$ cat src/rtl/service_4_alarm_set.sv
// Alarm-time entry stage feeding the Service 4 alarm checker.
// The user edits hours/minutes in BCD while set_en is high and commits with push_ok;
// the committed `alarm` word only ever changes on a commit or on reset.
// Optional build macro: ALARM_SET_REPEAT_EN adds auto-repeat on held up/down buttons.
module service_4_alarm_set #(
    parameter logic [15:0] DEFAULT_ALARM = 16'h0700,
    parameter int          BLINK_TICKS   = 8,
    parameter int          REPEAT_DELAY  = 16,
    parameter int          REPEAT_PERIOD = 4
) (
    input  logic        s2clk,
    input  logic        reset,
    input  logic        set_en,
    input  logic        push_u,
    input  logic        push_d,
    input  logic        push_sel,
    input  logic        push_ok,
    output logic [15:0] alarm,
    output logic        alarm_valid,
    output logic [15:0] edit_time,
    output logic [1:0]  edit_field,
    output logic        blink
);

    // State encoding doubles as the edit_field output.
    localparam logic [1:0] IDLE   = 2'b00;
    localparam logic [1:0] EDIT_H = 2'b01;
    localparam logic [1:0] EDIT_M = 2'b10;

    localparam int              BW   = (BLINK_TICKS > 1) ? $clog2(BLINK_TICKS) : 1;
    localparam logic [BW-1:0]   LAST = BW'(BLINK_TICKS - 1);

    logic [1:0]    state;
    logic [1:0]    state_nx;
    logic [15:0]   edit_nx;
    logic [15:0]   alarm_nx;
    logic          valid_nx;
    logic          step_up;
    logic          step_dn;
    logic [BW-1:0] blink_cnt;

    logic set_q, u_q, d_q, sel_q, ok_q;
    logic set_rise, u_rise, d_rise, sel_rise, ok_rise;
    logic rep_up, rep_dn;

    // BCD hour increment, 23 wraps to 00.
    function automatic logic [7:0] hour_inc(input logic [7:0] h);
        if (h == 8'h23)           return 8'h00;
        else if (h[3:0] == 4'h9)  return {h[7:4] + 4'd1, 4'h0};
        else                      return {h[7:4], h[3:0] + 4'd1};
    endfunction

    // BCD hour decrement, 00 wraps to 23.
    function automatic logic [7:0] hour_dec(input logic [7:0] h);
        if (h == 8'h00)           return 8'h23;
        else if (h[3:0] == 4'h0)  return {h[7:4] - 4'd1, 4'h9};
        else                      return {h[7:4], h[3:0] - 4'd1};
    endfunction

    // BCD minute increment, 59 wraps to 00 with no carry into the hour.
    function automatic logic [7:0] min_inc(input logic [7:0] m);
        if (m == 8'h59)           return 8'h00;
        else if (m[3:0] == 4'h9)  return {m[7:4] + 4'd1, 4'h0};
        else                      return {m[7:4], m[3:0] + 4'd1};
    endfunction

    // BCD minute decrement, 00 wraps to 59 with no borrow from the hour.
    function automatic logic [7:0] min_dec(input logic [7:0] m);
        if (m == 8'h00)           return 8'h59;
        else if (m[3:0] == 4'h0)  return {m[7:4] - 4'd1, 4'h9};
        else                      return {m[7:4], m[3:0] - 4'd1};
    endfunction

    assign set_rise = set_en   & ~set_q;
    assign u_rise   = push_u   & ~u_q;
    assign d_rise   = push_d   & ~d_q;
    assign sel_rise = push_sel & ~sel_q;
    assign ok_rise  = push_ok  & ~ok_q;

    assign edit_field = state;

`ifdef ALARM_SET_REPEAT_EN
    logic        hold_act;
    logic        hold_up;
    logic        rep_phase;
    logic [15:0] hold_cnt;
    logic [15:0] hold_inc;
    logic        hold_ok;
    logic        hold_start;
    logic        rep_hit;

    // A hold continues only while the same button stays pressed alone and nothing else happens.
    assign hold_ok = hold_act && set_en && (state != IDLE) && !ok_rise && !sel_rise &&
                     (hold_up ? (push_u && !push_d) : (push_d && !push_u));
    assign hold_start = (state != IDLE) && set_en && !ok_rise && !sel_rise &&
                        (u_rise ^ d_rise) && (u_rise ? !push_d : !push_u);
    assign hold_inc = hold_cnt + 16'd1;
    assign rep_hit  = hold_ok && (rep_phase ? (hold_inc == 16'(REPEAT_PERIOD))
                                            : (hold_inc == 16'(REPEAT_DELAY)));
    assign rep_up   = rep_hit &  hold_up;
    assign rep_dn   = rep_hit & ~hold_up;

    // Hold counter: first repeat after REPEAT_DELAY cycles, later ones every REPEAT_PERIOD.
    always_ff @(posedge s2clk or posedge reset) begin
        if (reset) begin
            hold_act  <= 1'b0;
            hold_up   <= 1'b0;
            rep_phase <= 1'b0;
            hold_cnt  <= 16'd0;
        end else if (hold_start) begin
            hold_act  <= 1'b1;
            hold_up   <= u_rise;
            rep_phase <= 1'b0;
            hold_cnt  <= 16'd0;
        end else if (hold_ok) begin
            if (rep_hit) begin
                rep_phase <= 1'b1;
                hold_cnt  <= 16'd0;
            end else begin
                hold_cnt  <= hold_inc;
            end
        end else begin
            hold_act  <= 1'b0;
            rep_phase <= 1'b0;
            hold_cnt  <= 16'd0;
        end
    end
`else
    logic [31:0] unused_repeat;
    assign unused_repeat = 32'(REPEAT_DELAY) ^ 32'(REPEAT_PERIOD);
    assign rep_up = 1'b0;
    assign rep_dn = 1'b0;
`endif

    // Next-state and datapath decision, one prioritised action per cycle.
    always_comb begin
        state_nx = state;
        edit_nx  = edit_time;
        alarm_nx = alarm;
        valid_nx = alarm_valid;
        step_up  = 1'b0;
        step_dn  = 1'b0;
        case (state)
            IDLE: begin
                edit_nx = alarm;
                if (set_rise) state_nx = EDIT_H;
            end
            EDIT_H, EDIT_M: begin
                if (!set_en) begin
                    state_nx = IDLE;
                    edit_nx  = alarm;
                end else if (ok_rise) begin
                    alarm_nx = edit_time;
                    valid_nx = 1'b1;
                    state_nx = IDLE;
                end else if (sel_rise) begin
                    state_nx = (state == EDIT_H) ? EDIT_M : EDIT_H;
                end else if (u_rise | d_rise) begin
                    step_up = u_rise & ~d_rise;
                    step_dn = d_rise & ~u_rise;
                end else begin
                    step_up = rep_up;
                    step_dn = rep_dn;
                end
            end
            default: state_nx = IDLE;
        endcase
        if (step_up) begin
            if (state == EDIT_H) edit_nx = {hour_inc(edit_time[15:8]), edit_time[7:0]};
            else                 edit_nx = {edit_time[15:8], min_inc(edit_time[7:0])};
        end else if (step_dn) begin
            if (state == EDIT_H) edit_nx = {hour_dec(edit_time[15:8]), edit_time[7:0]};
            else                 edit_nx = {edit_time[15:8], min_dec(edit_time[7:0])};
        end
    end

    // Edge-detect history, FSM state and committed/edited values.
    always_ff @(posedge s2clk or posedge reset) begin
        if (reset) begin
            set_q       <= 1'b0;
            u_q         <= 1'b0;
            d_q         <= 1'b0;
            sel_q       <= 1'b0;
            ok_q        <= 1'b0;
            state       <= IDLE;
            alarm       <= DEFAULT_ALARM;
            edit_time   <= DEFAULT_ALARM;
            alarm_valid <= 1'b0;
        end else begin
            set_q       <= set_en;
            u_q         <= push_u;
            d_q         <= push_d;
            sel_q       <= push_sel;
            ok_q        <= push_ok;
            state       <= state_nx;
            alarm       <= alarm_nx;
            edit_time   <= edit_nx;
            alarm_valid <= valid_nx;
        end
    end

    // Field blink: restarts from 0 on every state change, held low in IDLE.
    always_ff @(posedge s2clk or posedge reset) begin
        if (reset) begin
            blink_cnt <= '0;
            blink     <= 1'b0;
        end else if ((state_nx != state) || (state == IDLE)) begin
            blink_cnt <= '0;
            blink     <= 1'b0;
        end else if (blink_cnt == LAST) begin
            blink_cnt <= '0;
            blink     <= ~blink;
        end else begin
            blink_cnt <= blink_cnt + BW'(1);
        end
    end

endmodule

$ cat config.mk
export PLATFORM = sky130hd
export DESIGN_NAME = service_4_alarm_set
export DESIGN_NICKNAME = d
export VERILOG_FILES = /design/src/rtl/service_4_alarm_set.sv
export SDC_FILE = /design/constraint.sdc
export NUM_CORES = 1
export LEC_CHECK = 0
export CORE_ASPECT_RATIO = 1.75
export CORE_MARGIN = 10
export CORE_UTILIZATION = 40
export CTS_CLUSTER_DIAMETER = 60
export DETAILED_ROUTE_END_ITERATION = 7
export DONT_BUFFER_PORTS = 1
export SLEW_MARGIN = 30
export SYNTH_ARGS = -nofsm -noshare
export SYNTH_HDL_FRONTEND = slang
export SYNTH_SLANG_ARGS = --single-unit
$ cat constraint.sdc
create_clock -name s2clk -period 3.75 [get_ports s2clk]
set_input_delay 0.9375 -clock s2clk [delete_from_list [all_inputs] [get_ports s2clk]]
set_output_delay 0.9375 -clock s2clk [all_outputs]
set_load 0.01 [all_outputs]
## Word level (Yosys, flattened, before mapping)

Index checks and enable logic that the tools add are counted.

| word-level totals | value |
|---|---|
| logic and storage cells | 104 |
| bits of input ports | 7 |
| register bits | 44 |
| output and inout port bits | 36 |

| cells by class | value |
|---|---|
| reduce and logical (&&, ||, !) cells | 14 |
| bitwise logic cells | 16 |
| multiplexer cells | 34 |
| equality and inequality tests | 17 |
| $add $sub $neg | 9 |

Operator list:

| cell | number |
|---|---|
| 16-bit two-way mux | 5 |
| 8-bit two-way mux | 8 |
| 16-bit case mux with 2 select lines | 1 |
| 4-bit by 1-bit adder with 4-bit output, second input constant | 4 |
| 8-bit logical NOT | 2 |
| 4-bit by 1-bit subtractor with 4-bit output, second input constant | 4 |
| 1-bit two-way mux | 12 |
| 6-bit AND reduction | 2 |
| 2-bit two-way mux | 5 |
| 4-bit equality test, second input constant | 2 |
| 8-bit by 6-bit equality test with 1-bit output, second input constant | 1 |
| 8-bit by 7-bit equality test with 1-bit output, second input constant | 1 |
| 4-bit logical NOT | 2 |
| 4-bit by 2-bit inequality test with 1-bit output, second input constant | 2 |
| 1-bit inverter | 8 |
| 4-bit AND reduction | 2 |
| 1-bit bitwise AND | 7 |
| 3-bit two-way mux | 2 |
| 3-bit by 1-bit inequality test with 1-bit output, second input constant | 2 |
| 2-bit by 1-bit inequality test with 1-bit output, second input constant | 2 |
| 2-bit inequality test, second input constant | 2 |
| 4-bit inequality test, second input constant | 1 |
| 2-bit case mux with 2 select lines | 1 |
| 4-bit nonzero test | 1 |
| 11 further kinds | 11 |

## Depth between registers and ports, before layout

Gate-level depths: netlist of run 1.

| depth | value |
|---|---|
| depth after elaboration | 11 |
| depth in mapped cells | 9 |

## Worst setup path before layout of run 1

No wires, ideal clock.

| timing | value |
|---|---|
| path kind | input-to-reg |
| start | input push_sel |
| end | register edit_time[3] |
| setup time | 87 ps |
| cell stages on the path | 6 |
| arrival time | 2,308 ps |
| path slack | 1,355 ps |
| path buffers | 0 |
| required time | 3,663 ps |
| path through | and2b_4 -> nor3_4 -> nand2_4 -> or4_1 -> a211o_1 -> o211ai_1 |

| on the way | value |
|---|---|
| longest elaborated chain between the ends | 7 |
| elaborated cells between the ends (all ways) | 16 |
| those cells by class | eq/ne: 3; mux: 10; bitwise: 1; reduce/logical: 2 |

RTL lines:

| item | RTL line | RTL |
|---|---|---|
| start, declared | 16 | `input logic push_sel,` |
| 1-bit bitwise AND * | 77 | `assign sel_rise = push_sel & ~sel_q;` |
| 1-bit two-way mux | 156 | `end else if (sel_rise) begin` |
| 1-bit two-way mux | 152 | `end else if (ok_rise) begin` |
| 1-bit two-way mux | 149 | `if (!set_en) begin` |
| 1-bit two-way mux | 143 | `case (state)` |
| 4-bit inequality test (no source line), or another cell as far along | - |  |
| 4-bit AND reduction (no source line) / 16-bit two-way mux (equally long branches) | - |  |
| end signal, assigned | 197 | `edit_time <= edit_nx;` |
| end, declared | 20 | `output logic [15:0] edit_time,` |

Mark *: on every way between the ends. The rest lies on a longest branch, timed or not.
A chain may end at the register's enable or synchronous reset.

## Final worst setup path of run 1

| timing | value |
|---|---|
| start | register state[0] (netlist: edit_field[0]) |
| end | register edit_time[3] |

| on the way | value |
|---|---|
| longest elaborated chain between the ends | 5 |
| elaborated cells between the ends (all ways) | 14 |
| those cells by class | eq/ne: 5; mux: 5; reduce/logical: 4 |

RTL lines:

| item | RTL line | RTL |
|---|---|---|
| start, declared | 33 | `logic [1:0] state;` |
| start signal, assigned | 195 | `state <= state_nx;` |
| 2-bit by 1-bit equality test with 1-bit output / 2-bit equality test (equally long branches) | 143, 169, 172 |  |
| 2-bit OR reduction | 143 |  |
| 1-bit two-way mux / 16-bit case mux with 2 select lines (equally long branches) | 143 |  |
| 4-bit inequality test (no source line), or another cell as far along | - |  |
| 4-bit AND reduction (no source line) / 16-bit two-way mux (equally long branches) | - |  |

Several ways; a longest one is shown, not always the timed one.

==> flow_metrics.env, run 1 <==
export IMPL_drt_iter0_markers=206
export IMPL_antenna_cells=0
export IMPL_grt_max_degree=45
export IMPL_synth_cells=309
export IMPL_cap_viol_max_count=0
export IMPL_cts_buffer_depth=2
export IMPL_syn_nets=337
export IMPL_cp_required_ns=3.96
export IMPL_synth_top_area_share_pct=33.5
export IMPL_period_needed_ns=2.91
export IMPL_syn_area_um2=2840
export IMPL_crit_path_top_delay_cell="dfrtp_1"
export IMPL_yosysTopAreaCell="dfrtp_1"
export IMPL_post_drt_wl_per_cell_um=19.2
export IMPL_slew_headroom_pct=47.4
export IMPL_pin_count=43
export IMPL_cts_hold_buf=0
export IMPL_synth_ff_latch_count=44
export IMPL_fin_crit_sh_pct=77.5
export IMPL_skew_ns=0.00998
export IMPL_numPlacedInstances=381
export IMPL_drt_pass1_iter_count=4
export IMPL_clk_latency_ns=0.30
export IMPL_p_leak_nw=1.30
export IMPL_start_kind="flop"
export IMPL_nFillCells=669
export IMPL_peakVddDrop_uv=231
export IMPL_pwr_density_cell_nw_per_um2=577
export IMPL_ctsResizeCount=0
export IMPL_fmax_mhz=344
export IMPL_clkSlewWorstSetupHoldPaths_ns=0.07
export IMPL_grtUsageTotal_pct=13.5
export IMPL_die_area_um2=11000
export IMPL_start_util_pct=41.1
export IMPL_avgSynthCellArea_um2=9.18
export IMPL_drc=0
export IMPL_synth_edff_count=0
export IMPL_cts_tree="done"
export IMPL_tightestPinTransition_ns=0.790
export IMPL_ys_top_cells_by_area="dfrtp_1 (34%), ha_1 (9.3%), o21ai_0 (6.7%)"
export IMPL_yosys_most_used_dff="dfrtp_1"
export IMPL_overflow=0
export IMPL_crit_arrival_ns=3.12
export IMPL_ant_nets=0
export IMPL_seq_area_frac_synth_pct=39.1
export IMPL_grt_pass1_vias=2313
export IMPL_portBuffers=0
export IMPL_cts_htree_levels=2
export IMPL_cts_setup_buffers=0
export IMPL_antenna_found_initial=0
export IMPL_mostFrequentLayoutCells="o21ai_0 (38), dfrtp_1 (38), nand2_1 (26)"
export IMPL_cp_cell_sequence="inv_1 > ha_1 > nand2_1 > nor3_4 > nand2_4 > or4_1 > a211o_1 > o211ai_1"
export IMPL_drive_gt1_share_pct=11.1
export IMPL_min_path_type="flop to flop"
export IMPL_cts_root_buf="clkbuf_16"
export IMPL_crit_path_end_kind="flop"
export IMPL_coreArea_um2=6910
export IMPL_via_per_inst=5.88
export IMPL_hpwl_um=5550
export IMPL_nets=332
export IMPL_numCtsBuffers=5
export IMPL_slew_viol_final=0
export IMPL_fp_dieH_um=131
export IMPL_yosysWarnings=0
export IMPL_setup_tns_ns=0
export IMPL_vias=2287
export IMPL_crit_fanout=18
export IMPL_stdcell_count=389
export IMPL_cts_sinks=44
export IMPL_setup_violations_final=0
export IMPL_grt_pass1_wl_um=12200
export IMPL_synthArstFlopShare_pct=100
export IMPL_rsz0062_at_grt="false"
export IMPL_crit_type="flop to flop"
export IMPL_globalplace_congestion=0.872
export IMPL_status="complete, no violations"
export IMPL_slowest_delay_ns=0.58
export IMPL_ys_types=53
export IMPL_wl_um=7480
export IMPL_die_width_um=83.7
export IMPL_r2r_slack_ns=0.84
export IMPL_rows=40
export IMPL_area_growth_synth_to_final_pct=7.94
export IMPL_hold_violations=0
[kinds of logic after synthesis]
logic type      share of synthesized area [%]
buf+inv                                  4.19
mux                                      6.13
fa+ha+maj                                9.26
simple gates                             21.3
compound gates                           18.5
xor+xnor                                 1.54
flops                                    39.1
[power by group]
| group | leakage, nW | switching [mW] | internal, mW |
|---|---|---|---|
| clock network | 0.0798 | 0.194 | 0.313 |
| registers | 0.573 | 0.151 | 0.555 |
| logic | 0.652 | 0.339 | 0.216 |
| total | 1.30 | 0.684 | 1.08 |
[worst paths after layout]
check                              start           end  depth (start not counted)
min                         blink_cnt[0]  blink_cnt[0]                          1
max reg2reg                edit_field[0]  edit_time[3]                          8
min in group asynchronous          reset      alarm[0]                          1
max in group asynchronous          reset  edit_time[1]                          1
min reg2reg                 blink_cnt[0]  blink_cnt[0]                          1
max                        edit_field[0]  edit_time[3]                          8
[cells in the mapped netlist (2+ instances only)]
library cell and count:
a211o_1 2, mux2i_1 5, nand3_1 12, o22ai_1 4
xnor2_1 5, a2111oi_0 2, o2111ai_1 2, a31oi_1 8
nand2b_1 4, nor2_1 15, nor2b_1 6, ha_1 21
nor3b_1 6, o31ai_1 2, nand3b_1 3, buf_2 2
a211oi_1 2, nand2_1 27, dfrtp_1 38, and3_1 2
o22a_1 3, a21oi_1 10, nor3_1 4, or3_1 3
dfstp_2 6, mux2_2 11, clkbuf_1 9, and2_1 4
nand4_1 7, nor4_1 4, o21ai_0 38, o31a_1 4
inv_1 18
[stage by stage]
stage	total power, mW	hold WS (ns)	util (%)	worst slack (ns)	area, µm²
after floorplan	1.12	0.416	-	1.35	2840
after global placement	1.27	0.431	41.8	0.956	2890
after detailed placement	1.27	0.446	41.8	0.844	2890
after CTS	1.79	0.455	44.3	0.827	3060
after global routing	1.89	0.483	44.3	0.674	3060
final	1.77	0.444	44.3	0.843	3060
[routing by layer]
| layer | wire length (µm) | global-route usage, % |
|---|---|---|
| met1 | 2850 | 13.4 |
| met2 | 3990 | 24.5 |
| met3 | 414 | 4.27 |
| met4 | 223 | 6.64 |
| met5 | 0 | 0 |
[critical path: cells and delay by family, from the launching register on]
kind | cells | cell delay [ns]
simple gates | 4 | 1.46
compound gates | 2 | 0.39
fa+ha+maj | 1 | 0.30
flops | 1 | 0.58
buf+inv | 1 | 0.08
[state kept, by name (all words and copies together) (netlist names), 2 cells and up]
signal	flops
edit_field	2
edit_time	16
alarm	16
blink_cnt	3
[final cells by class]
cell class	instances	area, µm²	share of cell area (%)
clock buffers	5	125	4.09
clock inverters	3	42.5	1.39
inverters	18	68.8	2.25
multi-input cells	235	1610	52.6
flip-flops and latches	44	1110	36.2
well taps	84	105	3.43
Power figures use the tool's default switching activity.
==> run 2, diff against run 1 <==
==> constraint.sdc (replaced) <==
create_clock -name s2clk -period 3 [get_ports s2clk]
set_input_delay 0.75 -clock s2clk [delete_from_list [all_inputs] [get_ports s2clk]]
set_output_delay 0.75 -clock s2clk [all_outputs]
set_load 0.01 [all_outputs]
==> run 2 against run 1 <==
Compared with the run above:
- design area shrank 0.57%
- critical path type unchanged
- clock skew decreased by 0.0030 ns
- sequential power grew 25%
- critical endpoint is now edit_time[10]
==> flow_metrics.env, run 2 (same netlist as run 1, synthesis figures left out) <==
export IMPL_p_leak_nw=1.30
export IMPL_grt_use_met3_pct=3.59
export IMPL_crit_start="edit_field[0]"
export IMPL_clk_latency_ns=0.29
export IMPL_rows=40
export IMPL_utilization_pct=44.1
export IMPL_skew_ns=0.00700
export IMPL_mostFrequentLayoutCells="o21ai_0 (38), dfrtp_1 (38), nand2_1 (27)"
export IMPL_setup_tns_ns=0
export IMPL_grt_use_met2_pct=24.4
export IMPL_clockPowerShare_pct=25.3
export IMPL_cts_setup_buffers=0
export IMPL_grt_pass1_vias=2401
export IMPL_cts_htree_levels=2
export IMPL_path_delay_family="simple AND/OR/NAND/NOR gates"
export IMPL_power_internal_mw=1.28
export IMPL_fin_crit_sh_pct=84.4
export IMPL_p_total_mw=2.12
export IMPL_switching_share_pct=39.8
export IMPL_start_util_pct=41.1
export IMPL_vias=2321
export IMPL_cp_cell_sequence="inv_1 > ha_1 > nand2_1 > nor3_4 > buf_4 > and2_1 > and3_1 > a32oi_1 > o21ai_0"
export IMPL_slew_viol_final=0
export IMPL_cts_sinks=44
export IMPL_clkSlewWorstSetupHoldPaths_ns=0.06
export IMPL_start_kind="flop"
export IMPL_via_per_inst=5.94
export IMPL_cts_tree="done"
export IMPL_stdcell_count=391
export IMPL_nets=334
export IMPL_status="complete, no violations"
export IMPL_drc=0
export IMPL_antenna_found_initial=0
export IMPL_reg_top3="alarm: 16 flops, edit_time: 16 flops, blink_cnt: 3 flops"
export IMPL_crit_arrival_ns=2.75
export IMPL_post_drt_wl_per_cell_um=19.0
export IMPL_overflow=0
export IMPL_wl_um=7410
export IMPL_cp_required_ns=3.22
export IMPL_die_area_um2=11000
export IMPL_drive_gt1_share_pct=10.7
export IMPL_slew_headroom_pct=47.5
export IMPL_area_growth_synth_to_final_pct=7.32
export IMPL_crit_type="flop to flop"
export IMPL_cts_buffer_depth=2
export IMPL_p_sw_mw=0.842
export IMPL_period_needed_ns=2.53
export IMPL_peakVddDrop_uv=305
export IMPL_grt_pass1_wl_um=12400
export IMPL_pwr_density_cell_nw_per_um2=696
export IMPL_p_comb_share_pct=33.0
export IMPL_fmax_mhz=395
export IMPL_seqPwrFrac_pct=41.7
export IMPL_crit_path_end_kind="flop"
export IMPL_pin_count=43
export IMPL_globalplace_congestion=0.869
export IMPL_busiest_layer="met2"
export IMPL_min_path_type="flop to flop"
export IMPL_slowest_delay_ns=0.56
export IMPL_rsz0062_at_grt="false"
export IMPL_numCtsBuffers=5
export IMPL_die_width_um=83.7
export IMPL_setup_violations_final=0
export IMPL_crit_path_top_delay_cell="dfrtp_1"
export IMPL_cts_root_buf="clkbuf_16"
export IMPL_ctsResizeCount=0
export IMPL_tightestPinTransition_ns=0.787
export IMPL_critPathBufInv=2
export IMPL_globalRouteMet1Util_pct=13.5
export IMPL_grt_max_degree=45
export IMPL_numPlacedInstances=383
export IMPL_coreArea_um2=6910
export IMPL_drt_iter0_markers=166
export IMPL_hp_start="blink_cnt[0]"
export IMPL_fp_dieH_um=131
export IMPL_hpwl_um=5570
export IMPL_drt_pass1_iter_count=4
export IMPL_crit_fanout=14
export IMPL_ant_nets=0
export IMPL_cap_viol_max_count=0
export IMPL_portBuffers=0
export IMPL_antenna_cells=0
export IMPL_hold_violations=0
export IMPL_grtUsageTotal_pct=13.5
export IMPL_nFillCells=692
export IMPL_cts_hold_buf=0
export IMPL_rr_startpoint="edit_field[0]"
## run 2: changes by cell type in the layout (fill, tap and decap cells not counted), sizes merged
cell | previous run | this run
clkinvlp | 1 | 0
clkbuf | 5 | 7
bufinv | 1 | 0
buf | 0 | 2
## run 2: power by group through the flow
stage          combinational (mW)  sequential, mW  clock, mW
2_1_floorplan               0.561           0.833          0
3_3_place_gp                0.692           0.898          0
3_5_place_dp                0.700           0.902          0
4_1_cts                     0.703           0.891      0.549
5_1_grt                     0.794           0.902      0.572
6_report                    0.698           0.884      0.536
## run 2: final timing paths
path | to | cells after the start | slack (ns)
worst min-delay path | blink_cnt[0] | 1 | 0.45
min in group asynchronous | alarm[1] | 1 | 0.47
worst max-delay path | edit_time[10] | 9 | 0.47
worst max register to register | edit_time[10] | 9 | 0.47
worst min register to register | blink_cnt[0] | 1 | 0.45
max in group asynchronous | edit_time[11] | 1 | 2.07
## run 2: final cells by class
cell class / instances / area (µm²) / share of cell area, %
clock buffers: 7 / 133 / 4.36
flip-flops and latches: 44 / 1110 / 36.4
well taps: 84 / 105 / 3.45
repair buffers: 2 / 15.0 / 0.493
clock inverters: 1 / 5.00 / 0.164
multi-input cells: 235 / 1610 / 52.9
inverters: 18 / 68.8 / 2.26
## run 2: stage by stage
stage	worst slack, ns	hold WS, ns	area (µm²)
3_5_place_dp	0.439	0.460	2910
5_1_grt	0.167	0.478	3040
4_1_cts	0.427	0.468	3040
6_report	0.468	0.452	3040
2_1_floorplan	0.684	0.416	2840
3_3_place_gp	0.496	0.431	2910
## run 2: routing by layer
layer  share of wire (%)  wire length, µm
met3                 5.3              392
met5                   0                0
met2                  53             3960
met1                  38             2810
met4                 3.4              254
==> run 3, diff against run 2 <==
==> constraint.sdc (replaced) <==
create_clock -name s2clk -period 2 [get_ports s2clk]
set_input_delay 0.5 -clock s2clk [delete_from_list [all_inputs] [get_ports s2clk]]
set_output_delay 0.5 -clock s2clk [all_outputs]
set_load 0.01 [all_outputs]
==> run 3 against run 2 <==
Compared with the run above:
- first-iteration DRC count decreased by 49%
- design area increased by 26%
- sequential power increased by 40%
- clock power increased by 74%
- via count increased by 9.5%
- critical endpoint is now edit_time[3]
==> flow_metrics.env, run 3 (same netlist as run 1, synthesis figures left out) <==
export IMPL_status="complete, no violations"
export IMPL_fmax_mhz=504
export IMPL_cts_htree_levels=2
export IMPL_tightestPinTransition_ns=0.520
export IMPL_drt_iter0_markers=84
export IMPL_crit_type="flop to flop"
export IMPL_portBuffers=0
export IMPL_p_leak_nw=1.68
export IMPL_drive_gt1_share_pct=36.3
export IMPL_multi_input_area_um2=1820
export IMPL_setup_violations_final=0
export IMPL_via_per_inst=5.57
export IMPL_stdcell_count=456
export IMPL_start_util_pct=41.1
export IMPL_antenna_cells=0
export IMPL_die_width_um=83.7
export IMPL_cts_buffer_depth=2
export IMPL_cp_required_ns=2.20
export IMPL_globalplace_congestion=0.892
export IMPL_rsz0062_at_grt="true"
export IMPL_reg_top3="alarm: 16 flops, edit_time: 16 flops, blink_cnt: 3 flops"
export IMPL_area_growth_synth_to_final_pct=35.3
export IMPL_grtUsageTotal_pct=14.4
export IMPL_whs_ns=0.111
export IMPL_worstReg2RegEnd="edit_time[3]"
export IMPL_pin_count=43
export IMPL_pwr_density_cell_nw_per_um2=1030
export IMPL_overflow=0
export IMPL_rr_startpoint="edit_field[1]"
export IMPL_numPlacedInstances=439
export IMPL_layout_commonest_cell="buf_4"
export IMPL_drc=0
export IMPL_crit_arrival_ns=2.19
export IMPL_drt_pass1_iter_count=4
export IMPL_start_kind="flop"
export IMPL_post_drt_wl_per_cell_um=17.7
export IMPL_r2r_slack_ns=0.02
export IMPL_grt_max_degree=26
export IMPL_skew_ns=0.00715
export IMPL_cap_viol_max_count=0
export IMPL_hold_violations=0
export IMPL_numCtsBuffers=5
export IMPL_crit_fanout=6
export IMPL_cts_hold_buf=0
export IMPL_placed_cell_area_um2=3390
export IMPL_die_area_um2=11000
export IMPL_cts_root_buf="clkbuf_16"
export IMPL_final_area_um2=3840
export IMPL_p_total_mw=3.97
export IMPL_dp_worst_setup_slack_ns=-0.0836
export IMPL_regArea_um2=1110
export IMPL_min_path_type="primary input to asynchronous set/reset pin"
export IMPL_rows=40
export IMPL_nets=399
export IMPL_setup_slack_ns=0.0151
export IMPL_period_needed_ns=1.98
export IMPL_wl_um=8080
export IMPL_mostFrequentLayoutCells="buf_4 (56), dfrtp_1 (36), o21ai_0 (32)"
export IMPL_clkSlewWorstSetupHoldPaths_ns=0.06
export IMPL_antenna_found_initial=0
export IMPL_fin_crit_sh_pct=99.2
export IMPL_ant_nets=0
export IMPL_fp_dieH_um=131
export IMPL_grt_pass1_wl_um=13200
export IMPL_coreArea_um2=6910
export IMPL_grt_pass1_vias=2699
export IMPL_rr_worst_depth=9
export IMPL_crit_path_end_kind="flop"
export IMPL_slew_viol_final=0
export IMPL_crit_start="edit_field[1]"
export IMPL_peakVddDrop_uv=601
export IMPL_vias=2541
export IMPL_nFillCells=619
export IMPL_slew_headroom_pct=65.0
export IMPL_cts_sinks=44
export IMPL_cts_tree="done"
export IMPL_clk_latency_ns=0.29
export IMPL_hpwl_um=6220
## run 3: cell type report
| type | count | area share, % |
|---|---|---|
| inverters | 18 | 1.76 |
| multi-input cells | 235 | 47.4 |
| clock buffers | 6 | 3.36 |
| well taps | 84 | 2.74 |
| repair buffers | 67 | 14.9 |
| clock inverters | 2 | 0.913 |
| flip-flops and latches | 44 | 28.9 |
## run 3: where the power goes
part           total [mW]  internal, mW  switching, mW  leakage (nW)
Sequential           1.24          1.04          0.194         0.570
Clock               0.932         0.588          0.344        0.0808
Combinational        1.80         0.860          0.938          1.03
Total                3.97          2.49           1.48          1.68
## run 3: stage by stage
stage	TNS (ns)	util [%]
floorplan	-0.0411	-
global placement	-0.129	49.1
detailed placement	-0.337	49.1
CTS	-0.120	52.2
global route	-0.338	55.6
finish	0	55.6
## run 3: worst max-delay path, stage by stage (launching register included)
cell	delay [ns]
dfrtp_2	0.36
inv_2	0.05
ha_4	0.27
nand2_4	0.06
nor3_4	0.19
buf_6	0.16
nand2_8	0.07
or4_4	0.41
a211o_1	0.26
o211ai_1	0.08
## run 3: per-layer routing
layer	vias to the layer above	GRT usage (%)	share of wire, %
li1	1250	-	-
met1	1230	14.0	36
met2	49	26.9	56
met3	12	4.21	6.0
met4	0	6.07	2.1
met5	-	0	0
## run 3: worst max path at each step
stage / end / slack, ns
2_1_floorplan: edit_time[3] / -0.04
3_3_place_gp: edit_time[3] / -0.04
3_5_place_dp: edit_time[13] / -0.08
4_1_cts: edit_time[3] / -0.06
5_1_grt: edit_time[15] / -0.08
6_report: edit_time[3] / 0.02
## run 3: repair_timing
action                                  in CTS  in global routing
setup buffers                                3                  6
endpoints found under the setup margin      13                 20
pin swaps                                    4                 13
resized for setup                            6                 45
